### src/rtl/validador_combinacion.sv
// validador_combinacion: sequential front-end for the 6-bit membership comparator.
// Captures an entry on Dato_Valido, exposes it on Dato_Reg and samples Pertenece one
// cycle later. It accepts a combination after N consecutive members, with each entry
// arriving within TIMEOUT cycles of the previous one. Aceptado and Rechazado each stay
// high for HOLD cycles.
// Optional build macro REPETIDO_RECHAZO_EN: rejects a member equal to the previously
// accepted member of the same attempt.
module validador_combinacion #(
  parameter int N       = 4,
  parameter int TIMEOUT = 16,
  parameter int HOLD    = 2
) (
  input  logic                     Reloj,
  input  logic                     Reset,
  input  logic [5:0]               Dato,
  input  logic                     Dato_Valido,
  input  logic                     Pertenece,
  output logic [5:0]               Dato_Reg,
  output logic                     Listo,
  output logic                     Aceptado,
  output logic                     Rechazado,
  output logic [$clog2(N+1)-1:0]   Conteo
);

  localparam int CW = $clog2(N + 1);
  localparam int TW = $clog2(TIMEOUT);
  localparam int HW = (HOLD > 1) ? $clog2(HOLD) : 1;

  localparam logic [CW-1:0] N_VAL  = CW'(N);
  localparam logic [TW-1:0] T_LAST = TW'(TIMEOUT - 1);
  localparam logic [HW-1:0] H_LAST = HW'(HOLD - 1);

  typedef enum logic [2:0] {
    S_IDLE,
    S_EVAL,
    S_WAIT,
    S_OK,
    S_FAIL
  } state_t;

  state_t          state;
  state_t          state_next;
  logic [TW-1:0]   timer;
  logic [TW-1:0]   timer_next;
  logic [HW-1:0]   hold_cnt;
  logic [HW-1:0]   hold_next;
  logic [CW-1:0]   conteo_next;
  logic [5:0]      dato_reg_next;
  logic            aceptado_next;
  logic            rechazado_next;
  logic            repetido;
  logic            miembro_ok;
  logic            hold_done;

`ifdef REPETIDO_RECHAZO_EN
  logic [5:0]      ultimo;
  logic [5:0]      ultimo_next;

  // A member identical to the last accepted one in this attempt counts as a failure
  assign repetido = (Conteo != '0) && (Dato_Reg == ultimo);
`else
  assign repetido = 1'b0;
`endif

  assign miembro_ok = Pertenece && !repetido;
  assign hold_done  = (hold_cnt == H_LAST);

  // Listo is decoded directly from state so a strobe is honoured only in IDLE/WAIT
  assign Listo = (state == S_IDLE) || (state == S_WAIT);

  // State register; reset returns to IDLE without emitting a rejection pulse
  always_ff @(posedge Reloj) begin
    if (Reset) begin
      state <= S_IDLE;
    end else begin
      state <= state_next;
    end
  end

  // Next-state decision: EVAL always lasts one cycle, OK/FAIL last HOLD cycles
  always_comb begin
    state_next = state;
    case (state)
      S_IDLE: begin
        if (Dato_Valido) state_next = S_EVAL;
      end
      S_EVAL: begin
        if (!miembro_ok)               state_next = S_FAIL;
        else if (Conteo + 1'b1 == N_VAL) state_next = S_OK;
        else                           state_next = S_WAIT;
      end
      S_WAIT: begin
        if (Dato_Valido)          state_next = S_EVAL;
        else if (timer == T_LAST) state_next = S_FAIL;
      end
      S_OK: begin
        if (hold_done) state_next = S_IDLE;
      end
      S_FAIL: begin
        if (hold_done) state_next = S_IDLE;
      end
      default: state_next = S_IDLE;
    endcase
  end

  // Next values of the registered outputs and counters, derived from the transition
  always_comb begin
    dato_reg_next  = Dato_Reg;
    conteo_next    = Conteo;
    timer_next     = '0;
    hold_next      = '0;
`ifdef REPETIDO_RECHAZO_EN
    ultimo_next    = ultimo;
`endif
    if (Listo && Dato_Valido) begin
      dato_reg_next = Dato;
    end
    if (state == S_EVAL && miembro_ok) begin
      conteo_next = Conteo + 1'b1;
`ifdef REPETIDO_RECHAZO_EN
      ultimo_next = Dato_Reg;
`endif
    end
    if (state_next == S_FAIL) begin
      conteo_next = '0;
    end
    if (state == S_OK && state_next == S_IDLE) begin
      conteo_next = '0;
    end
    if (state == S_WAIT) begin
      timer_next = timer + 1'b1;
    end
    if (state == S_OK || state == S_FAIL) begin
      hold_next = hold_cnt + 1'b1;
    end
    aceptado_next  = (state_next == S_OK);
    rechazado_next = (state_next == S_FAIL);
  end

  // Datapath registers: entry, attempt count, wait timer, pulse length and flags
  always_ff @(posedge Reloj) begin
    if (Reset) begin
      Dato_Reg  <= '0;
      Conteo    <= '0;
      timer     <= '0;
      hold_cnt  <= '0;
      Aceptado  <= 1'b0;
      Rechazado <= 1'b0;
`ifdef REPETIDO_RECHAZO_EN
      ultimo    <= '0;
`endif
    end else begin
      Dato_Reg  <= dato_reg_next;
      Conteo    <= conteo_next;
      timer     <= timer_next;
      hold_cnt  <= hold_next;
      Aceptado  <= aceptado_next;
      Rechazado <= rechazado_next;
`ifdef REPETIDO_RECHAZO_EN
      ultimo    <= ultimo_next;
`endif
    end
  end

endmodule
### config.mk
export PLATFORM = sky130hd
export DESIGN_NAME = validador_combinacion
export DESIGN_NICKNAME = d
export VERILOG_FILES = /design/src/rtl/validador_combinacion.sv
export SDC_FILE = /design/constraint.sdc
export NUM_CORES = 1
export LEC_CHECK = 0
export ABC_AREA = 1
export CORE_MARGIN = 2
export CORE_UTILIZATION = 42
export CTS_CLUSTER_SIZE = 16
export DETAILED_ROUTE_END_ITERATION = 10
export PLACE_DENSITY_LB_ADDON = 0.2
export RECOVER_POWER = 50
export SLEW_MARGIN = 20
export SYNTH_ARGS = -nofsm -noshare
export SYNTH_HDL_FRONTEND = slang
export SYNTH_SLANG_ARGS = --single-unit
### constraint.sdc
create_clock -name Reloj -period 1.45 [get_ports Reloj]
set_clock_uncertainty 0.2 [all_clocks]
set_input_delay 0.29 -clock Reloj [delete_from_list [all_inputs] [get_ports Reloj]]
set_output_delay 0.29 -clock Reloj [all_outputs]
set_load 0.01 [all_outputs]
Yosys cells after proc, flatten, opt, wreduce, memory -nomap -nowiden
Index checks and enable logic that the tools add are counted.

Register bits after elaboration: 19. Input bits: 10. Output and inout bits: 12.

$add $sub $neg: 3. Equal/unequal tests: 8. Muxes and demuxes: 7. Bitwise logic cells: 2. Reduce and logical (&&, ||, !) cells: 11.

Operator list (count): two-way mux 3 bit (5); one-hot mux 3 bit (4 select lines) (1); equality test 3 x 2 -> 1 bit (second input constant) (3); equality test 3 bit (second input constant) (3); zero test 3 bit (2); OR reduction 2 bit (3); adder 4 x 1 -> 4 bit (second input constant) (1); equality test 4 bit (second input constant) (1); adder 3 x 1 -> 3 bit (second input constant) (1); equality test 3 x 1 -> 1 bit (second input constant) (1); logical AND 1 bit (3); OR reduction 3 bit (1); logical OR 1 bit (2); inverter 1 bit (2); adder 1 bit (second input constant) (1); two-way mux 1 bit (1).

Logic depth before layout (Yosys ltp)
Gate-level depths: netlist of run 1.

Depth in word-level cells: 8. Gate-level depth with buffers: 9. Gate-level depth less buffers: 9.

Worst setup path after synthesis of run 1
OpenSTA, ideal clock, no wires.

Kind: register to register. From: reg Conteo[0]. To: reg Conteo[0]. Data arrival time: 1093 ps. Data required time: 1134 ps. Path slack: 42 ps. Cell stages (with the launch flop): 9. Path buffers: 0. Clock period less this slack: 1408 ps. Cells stage by stage: dfxtp_1 -> ha_1 -> nand2_1 -> nand4_1 -> nor2_1 -> nor2_2 -> nand3_2 -> nand2_2 -> nor2_1.

Longest elaborated chain between the ends: 8. Elaborated cells between the ends (all ways): 9.

RTL lines: start: declaration (line 22) `output logic [$clog2(N+1)-1:0] Conteo`; start signal: assignment (line 154) `Conteo <= conteo_next;`; adder 3 x 1 -> 3 bit (*) (line 89, 119); equality test 3 bit (line 89) `else if (Conteo + 1'b1 == N_VAL) state_next = S_OK;`; two-way mux 1 bit (line 89); two-way mux 3 bit (line 88) `if (!miembro_ok) state_next = S_FAIL;`; one-hot mux 3 bit (4 select lines) (line 83) `case (state)`; zero test 3 bit (line 127) `if (state == S_OK && state_next == S_IDLE) begin`; logical AND 1 bit (line 127); OR reduction 3 bit (no source line).

Every way passes the cells marked *; elsewhere a longest branch is shown, timed or not. A chain may end at the register's enable or synchronous reset.

Worst setup path after layout of run 1
From: reg Conteo[1]. To: reg Conteo[0].

Longest elaborated chain between the ends: 8. Elaborated cells between the ends (all ways): 9.

RTL lines (line): adder 3 x 1 -> 3 bit (*) (89); equality test 3 bit (*) (89); two-way mux 1 bit (*) (89); two-way mux 3 bit (*) (88); one-hot mux 3 bit (4 select lines) (*) (83); zero test 3 bit (127); logical AND 1 bit (127); OR reduction 3 bit (no source line) (*).

Marked as above.

==> results of run 1 <==
## layer usage
metal | global-route usage, % | up-vias | share of wire [%]
met3 | 3.70 | 2 | 2.2
met1 | 19.4 | 377 | 43
met5 | 0 | - | 0
met2 | 29.0 | 9 | 53
met4 | 4.29 | 0 | 0.82
li1 | - | 422 | -
## worst max-delay path, delay by kind of cell (launching register included)
| kind | cells | cell delay (ps) |
|---|---|---|
| and+or+nand+nor | 7 | 550 |
| adders and majority gates | 1 | 150 |
| DFF | 1 | 380 |
| buffers and inverters | 1 | 60 |
## final timing paths
check / cells after the start / to / startpoint / slack, ps
worst min register to register: 1 / timer[0] / timer[0] / 260
worst min-delay path: 1 / timer[0] / timer[0] / 260
worst max register to register: 9 / Conteo[0] / Conteo[1] / 9
worst max-delay path: 9 / Conteo[0] / Conteo[1] / 9
## cell families after synthesis
family | after synthesis
AND/OR/NAND/NOR | 58
buffers and inverters | 20
flip-flops | 19
AO/OA/AOI/OAI | 10
adder cells (fa/ha/maj) | 3
XOR/XNOR | 2
## layout by cell type, fill, tap and decap left out, types with 5 or more instances in the layout
| cell | instances |
|---|---|
| dfxtp_1 | 11 |
| clkdlybuf4s50_1 | 9 |
| nand2_1 | 13 |
| inv_1 | 15 |
| dfxtp_2 | 6 |
| nor2_2 | 6 |
| nand3_1 | 5 |
| o21ai_0 | 6 |
| nor2_1 | 19 |
| buf_4 | 7 |
| dlygate4sd2_1 | 7 |
## power groups by stage
| stage | registers [mW] | clock network, mW | logic [mW] |
|---|---|---|---|
| after floorplan | 0.590 | 0 | 0.0893 |
| after global placement | 0.578 | 0 | 0.215 |
| after detailed placement | 0.580 | 0 | 0.220 |
| after CTS | 0.568 | 0.279 | 0.209 |
| after global routing | 0.572 | 0.290 | 0.244 |
| final | 0.568 | 0.262 | 0.219 |
## flip-flops by register name (all words and copies together), names as in the netlist
| name | cells |
|---|---|
| Conteo | 3 |
| state | 3 |
| Aceptado | 1 |
| Dato_Reg | 6 |
| hold_cnt | 1 |
| Rechazado | 1 |
| timer | 4 |
## repair_timing
| action | CTS | global route |
|---|---|---|
| gates resized for setup | 21 | 27 |
| setup buffers | 1 | 0 |
| hold buffers | 0 | 0 |
| pin swaps | 1 | 9 |
| endpoints found under the setup margin | 16 | 13 |
## stage by stage
stage	total power, mW	hold slack [ps]
3_3_place_gp	0.794	230
3_5_place_dp	0.800	254
6_report	1.05	258
2_1_floorplan	0.679	159
5_1_grt	1.11	267
4_1_cts	1.06	233
## area by class of cell
| type | count | share of cell area, % |
|---|---|---|
| Clock buffer | 3 | 1.82 |
| Inverter | 20 | 6.58 |
| Multi-Input combinational cell | 73 | 35.4 |
| Timing Repair Buffer | 29 | 21.1 |
| Sequential cell | 19 | 32.0 |
| Tap cell | 27 | 2.73 |
| Clock inverter | 1 | 0.405 |
==> impl_metrics.env, run 1 <==
export IMPL_status="complete, no violations"
export IMPL_placeableCoreArea_um2=1920
export IMPL_worst_ep_arrival_time_ps=1430
export IMPL_n_antenna_cell=0
export IMPL_rsz0062_at_grt="true"
export IMPL_cts_sinks=19
export IMPL_grt_pass1_vias=765
export IMPL_timing_critical_path_slowest_stage_cell="dfxtp_4"
export IMPL_period_share_pct=99.3
export IMPL_synth_simple_gate_area_share_pct=32.1
export IMPL_muxShareOfSynthArea_pct=0
export IMPL_cts_root_buf="clkbuf_4"
export IMPL_irDropWorstVdd_v=0.000610
export IMPL_cp_max_fo=4
export IMPL_yosysWarningCount=0
export IMPL_synthMostInstantiatedCell="nor2_1"
export IMPL_synth_top_family_by_area="simple AND/OR/NAND/NOR gates"
export IMPL_number_of_standard_cells_in_the_layout_taps_in_and_fillers_out=172
export IMPL_power_density_nw_per_um2=849
export IMPL_worst_skew_pair_late_latency_ps=290
export IMPL_filler_cell_count=181
export IMPL_gp_routability_congestion=0.809
export IMPL_largest_cells_by_area_after_synthesis="dfxtp_1 45%, nor2_1 10%, inv_1 8.1%, nand2_1 6.7%, ha_1 4.5%"
export IMPL_cts_root_to_sink_buffers=2
export IMPL_routedWlPerCell_um=10.6
export IMPL_cts_buffers_inserted=3
export IMPL_dieHeight_um=48.7
export IMPL_detailedRoute_firstIterationViolations=9
export IMPL_globalRouteOverflowTotal=0
export IMPL_post_synth_instance_area_um2=838
export IMPL_tritoncts="yes"
export IMPL_placement_io_buffers=21
export IMPL_critPathRequiredTime_ps=1440
export IMPL_drtPass1Iterations=4
export IMPL_postRouteWirelength_um=1820
export IMPL_crit_path_setup_slack_layout_ps=9.50
export IMPL_detailroute_via_count=810
export IMPL_max_cap_viol_count=0
export IMPL_cell_area_reported_after_detailed_placement_um2=1130
export IMPL_asyncSetResetFlopFracSynth_pct=0
export IMPL_regArea_um2=395
export IMPL_detailedPlacementHpwl_um=1390
export IMPL_yosysTopAreaCellShare_pct=45.4
export IMPL_post_route_cells_drive_above_1_share_pct=30.3
export IMPL_setup_tns_ps=0
export IMPL_timing_worst_slew_pin_value_ps=222
export IMPL_post_synth_xor_area_fraction_pct=2.09
export IMPL_clock_transition_at_the_registers_of_the_reported_paths_ps=110
export IMPL_power_leakage_nw=0.562
export IMPL_area_growth_syn_to_layout_pct=47.5
export IMPL_power_switching_mw=0.291
export IMPL_global_route_wire_length_before_repair_um=3060
export IMPL_crit_type="flip-flop to flip-flop"
export IMPL_pwr_share_comb_pct=20.9
export IMPL_die_w_um=48.7
export IMPL_synth_edf_count=0
export IMPL_fmax_mhz=694
export IMPL_seqPwrFrac_pct=54.1
export IMPL_netlist_top_cell_by_area="dfxtp_1"
export IMPL_synthAdderAreaFrac_pct=4.48
export IMPL_grt_start_max_net_pins=12
export IMPL_setup_violations_final=0
export IMPL_multi_input_comb_area_um2=438
export IMPL_crit_chain="ha_4, inv_1, nand2_2, nand4_1, nor2_2, nor2_2, nand3_2, nand2_2, nor2_1"
export IMPL_startpoint_type="flip-flop"
export IMPL_synth_area_per_cell_um2=7.48
export IMPL_synthCells=112
export IMPL_finalNetCount=159
export IMPL_numPlacedInstances=167
export IMPL_seq_area_frac_synth_pct=45.4
export IMPL_fp_dieArea_um2=2370
export IMPL_power_share_switching_pct=27.7
export IMPL_placement_rows=16
export IMPL_synth_ff_type="dfxtp_1"
export IMPL_slew_viol_final=0
export IMPL_synth_compound_area_share_pct=6.27
export IMPL_worstSetupEndpointType="flip-flop"
export IMPL_ys_ff_latch=19
export IMPL_critPathMaxStageDelay_ps=380
export IMPL_initial_utilization_pct=43.6
export IMPL_num_io_pins=22
export IMPL_remaining_drc_errors=0
export IMPL_clkPwrFrac_pct=25.0
export IMPL_report_final_hold_viol_count=0
export IMPL_number_of_antenna_violations_at_the_first_check_in_global_routing=0
export IMPL_internal_power_mw=0.759
export IMPL_worst_hold_path_type="flip-flop to flip-flop"
export IMPL_place_worst_setup_slack_ps=-200
export IMPL_fin_crit_ps=1440
export IMPL_synthTopCellsByCount="23 x nor2_1, 19 x dfxtp_1, 18 x inv_1"
export IMPL_detail_route_vias_per_cell=4.71
export IMPL_ctsHtreeMaxLevel=1
export IMPL_ant_nets=0
export IMPL_max_slew_margin_pct=85.2
export IMPL_final_area_um2=1240
export IMPL_synth_net_count=125
export IMPL_final_util_pct=64.3
export IMPL_grt_usage_pct=16.2
export IMPL_synth_unique_cells=19
Power figures use the tool's default switching activity.
==> run 2, diff against run 1 <==
- GPL_ROUTABILITY_DRIVEN: unset -> 0
- PLACE_DENSITY: unset -> 0.73
- PLACE_DENSITY_LB_ADDON: 0.2 -> unset
- TNS_END_PERCENT: unset -> 10
==> run 2 against run 1 <==
- the flow now finishes with violations (setup timing)
- register-to-register slack worse by 20 ps
- largest power group unchanged
- flip-flop and latch count stayed put
- utilization is 0.98 points lower
- die area stayed put
- combinational power hardly changed
- via count is 2.7% higher
- critical path depth is 1 lower
==> impl_metrics.env, run 2 (same netlist as run 1, synthesis figures left out) <==
export IMPL_detailedRoute_firstIterationViolations=8
export IMPL_power_leakage_nw=0.580
export IMPL_setup_violations_final=3
export IMPL_rsz0062_at_grt="true"
export IMPL_routedWlPerCell_um=10.8
export IMPL_critPathMaxStageDelay_ps=350
export IMPL_max_cap_viol_count=0
export IMPL_number_of_antenna_violations_at_the_first_check_in_global_routing=0
export IMPL_worstSetupEndpointType="flip-flop"
export IMPL_cp_max_fo=3
export IMPL_fmax_mhz=686
export IMPL_placeableCoreArea_um2=1920
export IMPL_report_final_hold_viol_count=0
export IMPL_largest_reg_flops=6
export IMPL_worst_ep_arrival_time_ps=1450
export IMPL_clock_transition_at_the_registers_of_the_reported_paths_ps=100
export IMPL_remaining_drc_errors=0
export IMPL_detailroute_via_count=832
export IMPL_globalRouteOverflowTotal=0
export IMPL_num_io_pins=22
export IMPL_cts_root_buf="clkbuf_4"
export IMPL_placement_rows=16
export IMPL_power_total_mw=1.04
export IMPL_status="complete, but fails checks"
export IMPL_critPathRequiredTime_ps=1440
export IMPL_failed_checks="setup timing"
export IMPL_crit_chain="ha_1, nand3_1, inv_1, nor2_2, nor2_2, nand3_2, nand2_2, nor2_1"
export IMPL_layout_common_cells="21 x nor2_1, 15 x inv_1, 13 x nand2_1, 12 x dfxtp_1, 10 x dlygate4sd2_1"
export IMPL_slew_viol_final=0
export IMPL_timing_critical_path_buf_inv=1
export IMPL_finalNetCount=161
export IMPL_tritoncts="yes"
export IMPL_post_route_cells_drive_above_1_share_pct=26.5
export IMPL_postRouteWirelength_um=1890
export IMPL_die_w_um=48.7
export IMPL_worst_hold_path_type="flip-flop to flip-flop"
export IMPL_placement_io_buffers=21
export IMPL_cts_buffers_inserted=3
export IMPL_timing_critical_path_slowest_stage_cell="dfxtp_1"
export IMPL_final_common_cell="nor2_1"
export IMPL_fin_crit_ps=1460
export IMPL_irDropWorstVdd_v=0.000637
export IMPL_worst_path_dominant_cell_family="simple AND/OR/NAND/NOR gates"
export IMPL_detail_route_vias_per_cell=4.78
export IMPL_global_route_wire_length_before_repair_um=2990
export IMPL_drtPass1Iterations=4
export IMPL_ant_nets=0
export IMPL_dieHeight_um=48.7
export IMPL_startpoint_type="flip-flop"
export IMPL_regArea_um2=394
export IMPL_cts_hold_buffers_added=0
export IMPL_timing_worst_slew_pin_value_ps=236
export IMPL_crit_path_setup_slack_layout_ps=-8.60
export IMPL_grt_usage_pct=15.7
export IMPL_cp_common_cell="nor2_2"
export IMPL_worst_skew_pair_late_latency_ps=280
export IMPL_area_growth_syn_to_layout_pct=45.2
export IMPL_filler_cell_count=190
export IMPL_setup_tns_ps=-22.2
export IMPL_fp_dieArea_um2=2370
export IMPL_initial_utilization_pct=43.6
export IMPL_max_slew_margin_pct=84.2
export IMPL_n_antenna_cell=0
export IMPL_power_density_nw_per_um2=857
export IMPL_numPlacedInstances=168
export IMPL_period_share_pct=101
export IMPL_grt_start_max_net_pins=11
export IMPL_ctsHtreeMaxLevel=1
export IMPL_grt_pass1_vias=784
export IMPL_largest_register="Dato_Reg"
export IMPL_cts_root_to_sink_buffers=2
export IMPL_top_regs="Dato_Reg (6), timer (4)"
export IMPL_detailedPlacementHpwl_um=1360
export IMPL_number_of_standard_cells_in_the_layout_taps_in_and_fillers_out=174
export IMPL_crit_type="flip-flop to flip-flop"
export IMPL_cts_sinks=19
export IMPL_multi_input_comb_area_um2=410
run 2: cell types whose count changed in the layout (fill, tap and decap cells not counted), moves of 2 or more:
cell             change
clkdlybuf4s15_1      -3
dlygate4sd2_1        +3
nand3_1              +2
nand3_2              -2
nor2_1               +2
nor2_2               -2
run 2: area by class of cell:
type / count / share of cell area [%]
Clock buffer: 4 / 2.16
Inverter: 20 / 6.68
Multi-Input combinational cell: 73 / 33.7
Sequential cell: 19 / 32.4
Tap cell: 27 / 2.77
Timing Repair Buffer: 31 / 22.3
run 2: what timing repair did:
action                                  CTS  global route
cloned                                    0             0
endpoints found under the setup margin   17            14
pin swaps                                 0             9
buffers inserted                          0             2
gates resized for setup                  18            20
run 2: power breakdown:
part	leakage [nW]	switching, mW	total [mW]	internal [mW]
Sequential	0.159	0.0186	0.568	0.550
Combinational	0.406	0.110	0.216	0.106
Clock	0.0150	0.152	0.259	0.107
Total	0.580	0.281	1.04	0.762
run 2: layer usage:
| metal | GRT usage, % | part of all wire [%] | up-vias |
|---|---|---|---|
| met1 | 17.6 | 42 | 382 |
| met4 | 4.29 | 0.80 | 0 |
| met3 | 5.25 | 6.2 | 2 |
| met2 | 28.3 | 51 | 23 |
| li1 | - | - | 425 |
| met5 | 0 | 0 | - |
run 2: path summary, 6_finish.rpt:
check	start	to	slack, ps	cells past startpoint
worst min-delay path	timer[3]	timer[3]	280	2
worst max-delay path	timer[0]	Conteo[0]	-9	8
worst max register to register	timer[0]	Conteo[0]	-9	8
worst min register to register	timer[3]	timer[3]	280	2
run 2: metrics by stage:
step | area [um2] | hold slack, ps | setup WS (ps) | utilization, %
after CTS | 1170 | 276 | -46.3 | 60.9
after global routing | 1220 | 322 | -92.5 | 63.3
after floorplan | 838 | 159 | 41.6 | -
final | 1220 | 277 | -8.60 | 63.3
after detailed placement | 1140 | 261 | -216 | 59.4
after global placement | 1140 | 257 | -180 | 59.4
run 2: tightest hold or removal path: cells and delay by family, from the launching register on:
kind	cells	cell delay, ps
compound gates	1	50
buf+inv	1	60
flops	1	320
==> run 3, diff against run 2 <==
- CORE_UTILIZATION: 42 -> 40
- PLACE_DENSITY: 0.73 -> 0.7
==> run 3 against run 2 <==
- the run still ends with setup timing left
- critical path depth increased by 1
- combinational power about the same
- power increased by 0.11%
- first-iteration DRC count decreased by 25%
- highest routed layer unchanged
==> impl_metrics.env, run 3 (same netlist as run 1, synthesis figures left out) <==
export IMPL_status="complete, but fails checks"
export IMPL_failed_checks="setup timing"
export IMPL_cts_buffers_inserted=3
export IMPL_clock_transition_at_the_registers_of_the_reported_paths_ps=100
export IMPL_fin_crit_ps=1460
export IMPL_detailedPlacementHpwl_um=1380
export IMPL_initial_utilization_pct=42.7
export IMPL_largest_reg_flops=6
export IMPL_startpoint_type="flip-flop"
export IMPL_layout_common_cells="20 x nor2_1, 17 x inv_1, 15 x nand2_1, 13 x dfxtp_1"
export IMPL_placeableCoreArea_um2=1960
export IMPL_top_regs="Dato_Reg (6), timer (4)"
export IMPL_max_slew_margin_pct=86.7
export IMPL_crit_type="flip-flop to flip-flop"
export IMPL_clkPwrFrac_pct=24.4
export IMPL_power_switching_mw=0.280
export IMPL_seqPwrFrac_pct=54.7
export IMPL_remaining_drc_errors=0
export IMPL_placement_io_buffers=21
export IMPL_fp_dieArea_um2=2480
export IMPL_timing_critical_path_slowest_stage_cell="dfxtp_2"
export IMPL_routedWlPerCell_um=10.5
export IMPL_critPathRequiredTime_ps=1470
export IMPL_finalNetCount=161
export IMPL_reg2reg_from="state[2]"
export IMPL_cp_max_fo=4
export IMPL_detailroute_via_count=816
export IMPL_cts_root_to_sink_buffers=2
export IMPL_cts_hold_buffers_added=0
export IMPL_filler_cell_count=198
export IMPL_globalRouteOverflowTotal=0
export IMPL_worst_skew_pair_late_latency_ps=280
export IMPL_reg2regPathDepth=9
export IMPL_detailedRoute_firstIterationViolations=6
export IMPL_power_share_switching_pct=26.8
export IMPL_internal_power_mw=0.765
export IMPL_n_antenna_cell=0
export IMPL_worstHoldEndpoint="timer[0]"
export IMPL_num_io_pins=22
export IMPL_tritoncts="yes"
export IMPL_post_route_cells_drive_above_1_share_pct=25.2
export IMPL_rsz0062_at_grt="true"
export IMPL_setup_reg_to_reg_worst_slack_ps=-9
export IMPL_slew_viol_final=0
export IMPL_hp_start="timer[0]"
export IMPL_number_of_standard_cells_in_the_layout_taps_in_and_fillers_out=174
export IMPL_timing_worst_slew_pin_value_ps=199
export IMPL_detail_route_vias_per_cell=4.69
export IMPL_power_density_nw_per_um2=860
export IMPL_worstSetupEndpointType="flip-flop"
export IMPL_number_of_antenna_violations_at_the_first_check_in_global_routing=0
export IMPL_ctsHtreeMaxLevel=1
export IMPL_power_total_mw=1.04
export IMPL_grt_pass1_vias=794
export IMPL_dieHeight_um=49.8
export IMPL_cts_sinks=19
export IMPL_final_common_cell="nor2_1"
export IMPL_placement_rows=16
export IMPL_critPathMaxStageDelay_ps=340
export IMPL_regArea_um2=393
export IMPL_setup_violations_final=2
export IMPL_largest_register="Dato_Reg"
export IMPL_irDropWorstVdd_v=0.000544
export IMPL_multi_input_comb_area_um2=413
export IMPL_fmax_mhz=686
export IMPL_crit_path_setup_slack_layout_ps=-8.68
export IMPL_setup_tns_ps=-15.2
export IMPL_numPlacedInstances=168
export IMPL_report_final_hold_viol_count=0
export IMPL_worst_ep_arrival_time_ps=1480
export IMPL_period_share_pct=101
export IMPL_global_route_wire_length_before_repair_um=3160
export IMPL_pwr_share_comb_pct=20.9
export IMPL_grt_start_max_net_pins=11
export IMPL_hold_depth=1
export IMPL_die_w_um=49.8
export IMPL_power_leakage_nw=0.579
export IMPL_r2r_end="Conteo[1]"
export IMPL_postRouteWirelength_um=1830
export IMPL_grt_usage_pct=16.8
export IMPL_crit_chain="buf_4, buf_4, nor2_4, nand2_1, nor2_2, nor2_2, nand3_2, nand2_2, nor2_1"
export IMPL_area_growth_syn_to_layout_pct=44.9
export IMPL_cts_root_buf="clkbuf_4"
export IMPL_max_cap_viol_count=0
export IMPL_drtPass1Iterations=4
export IMPL_ant_nets=0
export IMPL_worst_hold_path_type="flip-flop to flip-flop"
==> run 3: cell count changes in the layout (fill, tap and decap cells not counted), moves of 2 or more <==
cell     change
inv_1        +2
inv_2        -3
inv_4        +2
nand2_1      +2
nand2_2      -2
==> run 3: worst max-delay path: cells and delay by family, from the launching register on <==
family	cells	cell delay, ps
simple gates	7	580
flops	1	340
buf+inv	2	280
==> run 3: power groups by stage <==
stage                     clock, mW  combinational (mW)  sequential, mW
final                         0.255               0.218           0.572
after global routing          0.293               0.239           0.577
after CTS                     0.265               0.211           0.570
after detailed placement          0               0.221           0.581
after global placement            0               0.217           0.579
after floorplan                   0              0.0893           0.590
==> run 3: repair_timing <==
action	in CTS	in global routing
gates resized for setup	20	19
setup buffers	0	2
pin swaps	0	8
endpoints found under the setup margin	17	13
==> run 3: final cells by class <==
class / instances / share of cell area [%]
well taps: 27 / 2.78
flip-flops and latches: 19 / 32.3
repair buffers: 31 / 21.7
inverters: 20 / 7.00
clock buffers: 4 / 2.16
multi-input cells: 73 / 34.0
==> run 3: how the worst max path moves through the flow <==
stage | startpoint | end | cells after the start | slack, ps
global route | Conteo[0] | Conteo[1] | 9 | -110
finish | state[2] | Conteo[1] | 9 | -9
CTS | state[0] | Listo | 2 | -50
global placement | Dato_Valido | Conteo[0] | 7 | -180
detailed placement | Dato_Valido | Conteo[1] | 8 | -200
floorplan | Conteo[0] | Conteo[0] | 8 | 40
==> run 3: through the flow <==
stage | util (%) | hold WS (ps) | area, um2 | worst slack (ps)
3_5_place_dp | 58.2 | 247 | 1140 | -204
6_report | 61.9 | 223 | 1210 | -8.68
3_3_place_gp | 58.2 | 232 | 1140 | -176
5_1_grt | 61.9 | 245 | 1210 | -108
2_1_floorplan | - | 159 | 838 | 41.6
4_1_cts | 59.8 | 267 | 1170 | -47.1
==> run 3: layer usage <==
layer,global-route usage (%),vias to the layer above,share of wire [%]
li1,-,420,-
met1,18.6,368,43
met5,0,-,0
met3,4.85,2,5.4
met2,28.7,26,51
met4,8.80,0,1.3
